===== config.mk =====
export PLATFORM = sky130hd
export DESIGN_NAME = arith_pipe_flat
export DESIGN_NICKNAME = d
export VERILOG_FILES = /design/src/rtl/arith_pipe_pkg.sv /design/src/rtl/arith_pipe_if.sv /design/src/rtl/arith_pipe_alu.sv /design/src/rtl/arith_pipe.sv /design/src/flat_wrapper.sv
export SDC_FILE = /design/constraint.sdc
export NUM_CORES = 1
export LEC_CHECK = 0
export CORE_MARGIN = 10
export CORE_UTILIZATION = 55
export DETAILED_ROUTE_END_ITERATION = 12
export PLACE_DENSITY = 0.9
export SKIP_CTS_REPAIR_TIMING = 1
export SYNTH_ARGS = -nofsm -noshare
export SYNTH_HDL_FRONTEND = slang
export SYNTH_SLANG_ARGS = --single-unit

===== constraint.sdc =====
create_clock -name clk -period 3.75 [get_ports clk]
set_input_delay 0.375 -clock clk [delete_from_list [all_inputs] [get_ports clk]]
set_output_delay 0.375 -clock clk [all_outputs]
set_load 0.02 [all_outputs]

===== src/rtl/arith_pipe_pkg.sv =====
// Shared opcode definitions for the arith_pipe block and anything that drives it.
package arith_pipe_pkg;

    localparam int OP_W = 2;

    typedef enum logic [OP_W-1:0] {
        OP_SUB = 2'd0,
        OP_ADD = 2'd1,
        OP_AND = 2'd2,
        OP_ACC = 2'd3
    } op_e;

endpackage


===== src/rtl/arith_pipe_if.sv =====
// Valid/ready request and response channels of arith_pipe.
interface arith_pipe_if
    import arith_pipe_pkg::*;
#(
    parameter int WIDTH = 4
);
    logic             in_valid;
    logic             in_ready;
    logic [WIDTH-1:0] in_a;
    logic [WIDTH-1:0] in_b;
    op_e              in_op;
    logic             out_valid;
    logic             out_ready;
    logic [WIDTH-1:0] out_result;
    logic             out_equal;

    modport master (
        output in_valid, in_a, in_b, in_op, out_ready,
        input  in_ready, out_valid, out_result, out_equal
    );

    modport slave (
        input  in_valid, in_a, in_b, in_op, out_ready,
        output in_ready, out_valid, out_result, out_equal
    );
endinterface


===== src/rtl/arith_pipe_alu.sv =====
// Combinational datapath: one result per opcode plus the operand-equality flag.
module arith_pipe_alu
    import arith_pipe_pkg::*;
#(
    parameter int WIDTH    = 4,
    parameter int LSB_MASK = 1
) (
    input  logic [WIDTH-1:0] a,
    input  logic [WIDTH-1:0] b,
    input  op_e              op,
    input  logic [WIDTH-1:0] acc,
    output logic [WIDTH-1:0] result,
    output logic             equal
);

    always_comb begin
        result = '0;
        case (op)
            OP_SUB: result = a - b;
            OP_ADD: begin
                result = a + b;
                if (LSB_MASK != 0) result[0] = 1'b0;
            end
            OP_AND: result = a & b;
            OP_ACC: result = acc + (a & b);
            default: result = '0;
        endcase
        equal = (a == b);
    end

endmodule


===== src/rtl/arith_pipe.sv =====
// Two-stage valid/ready arithmetic pipeline: stage 1 holds operands, stage 2 holds the result.
module arith_pipe
    import arith_pipe_pkg::*;
#(
    parameter int WIDTH       = 4,
    parameter int RESET_VALUE = 2,
    parameter int LSB_MASK    = 1
) (
    input  logic          clk,
    input  logic          reset,
    arith_pipe_if.slave   bus
);

    logic             r_s1_valid;
    logic [WIDTH-1:0] r_s1_a;
    logic [WIDTH-1:0] r_s1_b;
    op_e              r_s1_op;
    logic             r_out_valid;
    logic [WIDTH-1:0] r_out_result;
    logic             r_out_equal;
    logic [WIDTH-1:0] r_acc;

    logic             w_s2_load;
    logic             w_accept;
    logic [WIDTH-1:0] w_alu_result;
    logic             w_alu_equal;

    assign w_s2_load    = !r_out_valid || bus.out_ready;
    assign bus.in_ready = !r_s1_valid || w_s2_load;
    assign w_accept     = bus.in_valid && bus.in_ready;

    assign bus.out_valid  = r_out_valid;
    assign bus.out_result = r_out_result;
    assign bus.out_equal  = r_out_equal;

    arith_pipe_alu #(
        .WIDTH    (WIDTH),
        .LSB_MASK (LSB_MASK)
    ) u_alu (
        .a      (r_s1_a),
        .b      (r_s1_b),
        .op     (r_s1_op),
        .acc    (r_acc),
        .result (w_alu_result),
        .equal  (w_alu_equal)
    );

    // acc moves only when an ACC result lands in stage 2, so back-to-back ACCs chain naturally.
    always_ff @(posedge clk or negedge reset) begin
        if (!reset) begin
            r_s1_valid   <= 1'b0;
            r_out_valid  <= 1'b0;
            r_out_result <= '0;
            r_out_equal  <= 1'b0;
            r_acc        <= WIDTH'(RESET_VALUE);
        end else begin
            if (bus.in_ready) r_s1_valid <= bus.in_valid;
            if (w_s2_load) begin
                r_out_valid <= r_s1_valid;
                if (r_s1_valid) begin
                    r_out_result <= w_alu_result;
                    r_out_equal  <= w_alu_equal;
                    if (r_s1_op == OP_ACC) r_acc <= w_alu_result;
                end
            end
        end
    end

    always_ff @(posedge clk) begin
        if (w_accept) begin
            r_s1_a  <= bus.in_a;
            r_s1_b  <= bus.in_b;
            r_s1_op <= bus.in_op;
        end
    end

endmodule


===== src/flat_wrapper.sv =====
// flat-port wrapper written by rule: the top's interface ports become plain ports
module arith_pipe_flat import arith_pipe_pkg::*;
#(
    parameter int WIDTH       = 4,
    parameter int RESET_VALUE = 2,
    parameter int LSB_MASK    = 1
)
  (clk, reset, bus_in_valid, bus_in_a, bus_in_b, bus_in_op, bus_out_ready, bus_in_ready, bus_out_valid, bus_out_result, bus_out_equal);
  arith_pipe_if #(.WIDTH(WIDTH)) bus_i ();
  input  logic clk;
  input  logic reset;
  input wire logic [$bits(bus_i.in_valid)-1:0] bus_in_valid;
  input wire logic [$bits(bus_i.in_a)-1:0] bus_in_a;
  input wire logic [$bits(bus_i.in_b)-1:0] bus_in_b;
  input wire logic [$bits(bus_i.in_op)-1:0] bus_in_op;
  input wire logic [$bits(bus_i.out_ready)-1:0] bus_out_ready;
  output wire logic [$bits(bus_i.in_ready)-1:0] bus_in_ready;
  output wire logic [$bits(bus_i.out_valid)-1:0] bus_out_valid;
  output wire logic [$bits(bus_i.out_result)-1:0] bus_out_result;
  output wire logic [$bits(bus_i.out_equal)-1:0] bus_out_equal;
  assign bus_i.in_valid = bus_in_valid;
  assign bus_i.in_a = bus_in_a;
  assign bus_i.in_b = bus_in_b;
  assign bus_i.in_op = bus_in_op;
  assign bus_i.out_ready = bus_out_ready;
  assign bus_in_ready = bus_i.in_ready;
  assign bus_out_valid = bus_i.out_valid;
  assign bus_out_result = bus_i.out_result;
  assign bus_out_equal = bus_i.out_equal;
  arith_pipe #(.WIDTH(WIDTH), .RESET_VALUE(RESET_VALUE), .LSB_MASK(LSB_MASK)) u_core (.clk(clk), .reset(reset), .bus(bus_i));
endmodule

# == Word-level counts from Yosys, hierarchy flattened ==
# Index checks and enable logic that the tools add are counted.
# word_totals
ff_bits,21
inputBits,14
out_inout_bits,7
word_cells,25
# op_classes
add_sub_neg,3
eq_ne,4
n_mux,1
bitwise,1
reduce_logical,8
# op_table
operator,n
$pmux W4 S4,1
$add A4 B4 Y4,2
$and A4 B4 Y4,1
$eq A2 B2 Y1 const B,2
$eq A4 B4 Y1,1
$sub A4 B4 Y4,1
$reduce_and A3 Y1,1
$eq A2 B1 Y1 const B,1
$logic_not A1 Y1,2
$logic_not A2 Y1,1
$logic_or A1 B1 Y1,2
$reduce_and A2 Y1,1
$logic_and A1 B1 Y1,1

# == Longest topological paths before layout ==
# depth
depth_word,4
depth_mapped,8
mapped_depth_nobuf,7

# == Modules after synthesis ==
# A second synthesis with hierarchy kept.
# hier_totals
hier_cells,94
hier_area_um2,1233.7
# modules_own_cells
module,instances,cells_per_inst,area_per_inst_um2,seq_area_each_um2
arith_pipe,1,37,744.5,576.8
arith_pipe_alu,1,57,489.2,0.0

# == Worst setup path before layout ==
# No wires, ideal clock.
# synth_path
kind,flip-flop to flip-flop
from,reg u_core.r_s1_b[1]
to,"reg u_core.r_out_result[2], in the netlist u_core.bus.out_result[2]"
setup_ns,0.096
t_arrival_ns,1.645
t_required_ns,3.654
slack_ns,2.009
path_stages_with_launch,8
n_path_buf,0
synth_period_minus_slack_ns,1.741
path_cell_list,edfxtp_1 ha_1 xor2_1 ha_1 a21oi_1 xnor2_1 a21oi_1 o31ai_1
# synth_via
elab_chain_cells,3
elab_cells_between_ends,5
cone_classes,add/sub (3); mux (1); bitwise (1)
# synth_rtl
item,line,rtl
"start, declared",arith_pipe.sv:16,logic [WIDTH-1:0] r_s1_b;
"start signal, assigned",arith_pipe.sv:72,r_s1_b <= bus.in_b;
$and A4 B4 Y4,arith_pipe_alu.sv:25,OP_ACC: result = acc + (a & b);
$add A4 B4 Y4,arith_pipe_alu.sv:25,
$pmux W4 S4 *,arith_pipe_alu.sv:18,case (op)
"end signal, assigned",arith_pipe.sv:61,r_out_result <= w_alu_result;
"end, declared",arith_pipe.sv:19,logic [WIDTH-1:0] r_out_result;
# Mark *: on every way between the ends. The rest lies on a longest branch, timed or not.
# A chain may end at the register's enable or synchronous reset.

# == Final worst setup path ==
# layout_path
from,in bus_out_ready
to,out bus_in_ready
# layout_via
elab_chain_cells,2
# layout_rtl
item,line,rtl
"start, declared",flat_wrapper.sv:16,input wire logic [$bits(bus_i.out_ready)-1:0] bus_out_ready;
$logic_or A1 B1 Y1,arith_pipe.sv:28,assign w_s2_load = !r_out_valid || bus.out_ready;
$logic_or A1 B1 Y1,arith_pipe.sv:29,assign bus.in_ready = !r_s1_valid || w_s2_load;
"end, declared",flat_wrapper.sv:17,output wire logic [$bits(bus_i.in_ready)-1:0] bus_in_ready;
# No other way between the ends.

==> results.md <==
- Vias in the first global route: 906
- Final setup viols: 0
- Fin nets: 156
- Highest Clock Rate: 0.507 GHz
- Clock tree buffer depth: 2
- Via density per instance: 5.41
- Worst EP required: 3.38 ns
- Initial antenna violation count: 0
- Fin crit period: 1.97 ns
- CTS Sinks: 21
- Slew Viols, Final: 0
- Max incr delay on CP: 0.62 ns
- Worst-path cell chain: clkdlybuf4s50_1 > nand3b_1 > clkdlybuf4s50_1
- Worst path bufs/invs: 2
- Rel. slew slack: 0.661
- Fill cells: 143
- Slowest cell on the critical path: clkdlybuf4s50_1
- Total global-route track usage: 0.113
- Initial core utilization: 0.597
- Num rows: 16
- Final Hold Fails: 0
- Register area share after synthesis: 0.478
- DRT Pass-1 Iters: 4
- Hpwl dp: 1810 um
- Inserted Clock Buffers: 3
- Register area: 577 um^2
- Gate Count Post-Synth: 107
- Total Wirelength: 2230 um
- Max Cap Viol: 0
- R2R cell count: 7
- Input/output buffers: 20
- Cell variety after synth: 34
- Classification of the worst setup path: input pin to output pin
- Post-route ant nets: 0
- Pwr/cell area: 442 mW/mm^2
- R2r setup slk: 1.79 ns
- Layout cells sized above 1: 0.0938
- Initial DRC Count: 21
- Synth Net Count: 134
- ANT cells: 0
- Leakage: 0.621 nW
- Critical Path Source Type: input pin
- Pin slew with the least headroom to its limit: 0.507 ns
- CP Max Fanout: 3
- Via count: 839
- Outcome: finished clean
- Worst R2R End: u_core.bus.out_result[2]
- Post-Route Skew: 0.00655 ns
- Clock latency on the worst-skew pair: 0.31 ns
- Area Overhead vs Synth: 19.9%
- Tcrit/Tclk final: 0.526
- Setup_tns: 0 ns
- Worst setup EP type: output pin
- Post-route DRC: 0
- Crit path DAT: 1.60 ns
- Synth Warn #: 0
- Top delay family on crit path: buffers and inverters
- Core Area: 0.00202 mm^2
- Hold Crit Class: input pin to asynchronous set/reset pin
- Worst-path clk slew: 0.12 ns
- WL per Instance: 14.4 um
- Width of the chip: 66.8 um
- Peak VDD IR: 309 uV
- R2R Path Start: u_core.r_s1_b[1]
- CTS tree: done
- Synth Register Bits: 21
- Unrepaired setup endpoints after global routing: false
- Total grt overflow: 0
- H-Tree Depth: 1
- Area of the multi-input gates: 571 um^2
- Synthesized area: 0.00121 mm^2
- Die area: 0.00447 mm^2
- Final GP Congestion: 0.791
- Tot Pwr: 639 uW
- Most Frequent Cell on Critical Path: clkdlybuf4s50_1
- Largest net degree at the start of global routing: 14
- Syn Area/Cell: 11.3 um^2
- Root buf cell: clkbuf_4
- First-pass GRT wire length: 3960 um
- # IOs: 21
- Die Ht: 66.8 um
==> layout by cell type, fill, tap and decap left out, types with 3 or more instances in the layout <==
cell type,count
edfxtp_1,10
a21oi_1,7
clkbuf_4,3
nand2_1,13
xnor2_1,3
o21ai_0,4
ha_1,11
dfrtp_1,10
clkdlybuf4s50_1,20
inv_1,9
nand2b_1,5
xor2_1,4
==> synth_stat cells <==
master / instances / area share
xor2_1: 4 / 0.029
nor2_1: 1 / 0.0031
buf_6: 1 / 0.0093
a22oi_1: 1 / 0.0062
dfrtp_1: 10 / 0.21
nor2_2: 1 / 0.0052
a211oi_1: 2 / 0.012
nand3_1: 1 / 0.0041
a221oi_2: 1 / 0.012
dfstp_2: 1 / 0.022
o31ai_1: 1 / 0.0062
inv_2: 1 / 0.0031
ha_1: 11 / 0.11
buf_2: 2 / 0.0083
o221ai_2: 1 / 0.012
xnor2_1: 3 / 0.022
a21oi_1: 7 / 0.029
nand3b_1: 1 / 0.0062
nand2b_1: 5 / 0.026
o21ai_1: 2 / 0.0083
o211ai_2: 1 / 0.010
edfxtp_1: 10 / 0.25
o21ai_0: 4 / 0.017
nand4_1: 1 / 0.0052
nand2_1: 13 / 0.040
a21o_1: 1 / 0.0062
mux2_2: 2 / 0.019
a41oi_1: 1 / 0.0073
o41ai_1: 1 / 0.0073
and2_1: 2 / 0.010
mux2i_1: 2 / 0.017
inv_1: 9 / 0.028
nor3_1: 1 / 0.0041
fa_1: 2 / 0.033
==> routing by layer <==
metal,routed length [um],global-route usage,vias to the layer above
li1,-,-,417
met4,13,0.0314,0
met2,1130,0.197,23
met1,916,0.120,397
met3,172,0.0485,2
met5,0,0,-
==> flip-flops by register name (all words and copies together), names as in the netlist <==
register               flops
u_core.bus.out_result      4
u_core.r_s1_op             2
u_core.r_s1_b              4
u_core.bus.out_valid       1
u_core.r_s1_valid          1
u_core.bus.out_equal       1
u_core.r_s1_a              4
u_core.r_acc               4
==> logic make-up after synthesis <==
| kind of cell | Yosys count | synth area share |
|---|---|---|
| and+or+nand+nor | 26 | 0.105 |
| muxes | 4 | 0.0353 |
| xor gates and xnor gates | 7 | 0.0508 |
| AOI/OAI and AO/OA | 23 | 0.135 |
| DFF | 21 | 0.478 |
| buffers and inverters | 13 | 0.0487 |
| adders and majority gates | 13 | 0.147 |
==> worst max path at each step <==
stage / from / endpoint / cells after the start
final: bus_out_ready / bus_in_ready / 3
after global routing: u_core.r_s1_b[1] / u_core.bus.out_result[2] / 7
after CTS: bus_out_ready / bus_in_ready / 3
after detailed placement: bus_out_ready / bus_in_ready / 3
after global placement: bus_out_ready / bus_in_ready / 3
after floorplan: u_core.r_s1_b[1] / u_core.bus.out_result[2] / 7
==> report_power, final <==
part	internal, mW	total (mW)	switching (mW)
Combinational	0.105	0.211	0.106
Sequential	0.286	0.320	0.0336
Clock	0.0399	0.109	0.0687
Total	0.431	0.639	0.208
==> worst reg2reg max path, stage by stage, from the launching register on <==
cell and delay, ns:
edfxtp_1 0.51, ha_1 0.32, xor2_1 0.16, ha_1 0.20, a21oi_1 0.16, xnor2_1 0.15
a21oi_1 0.10, o31ai_1 0.26
==> per-stage QoR <==
step / cell area, um^2 / hold slack, ns / util / cells / setup WS [ns]
4_1_cts: 1450 / 0.405 / 0.715 / 155 / 1.77
6_report: 1450 / 0.387 / 0.715 / 155 / 1.78
3_3_place_gp: 1420 / 0.460 / 0.702 / 151 / 1.79
2_1_floorplan: 1210 / 0.0794 / - / 107 / 2.01
5_1_grt: 1450 / 0.413 / 0.715 / 155 / 1.62
3_5_place_dp: 1420 / 0.471 / 0.702 / 151 / 1.77
==> cell type report <==
class,count,share of cell area
sequential,21,0.399
multi-input combinational,73,0.394
timing repair buffer,20,0.138
inverter,10,0.0260
tap,27,0.0234
clock buffer,3,0.0156
clock inverter,1,0.00346
No activity file was read; power rests on OpenSTA's default activity.
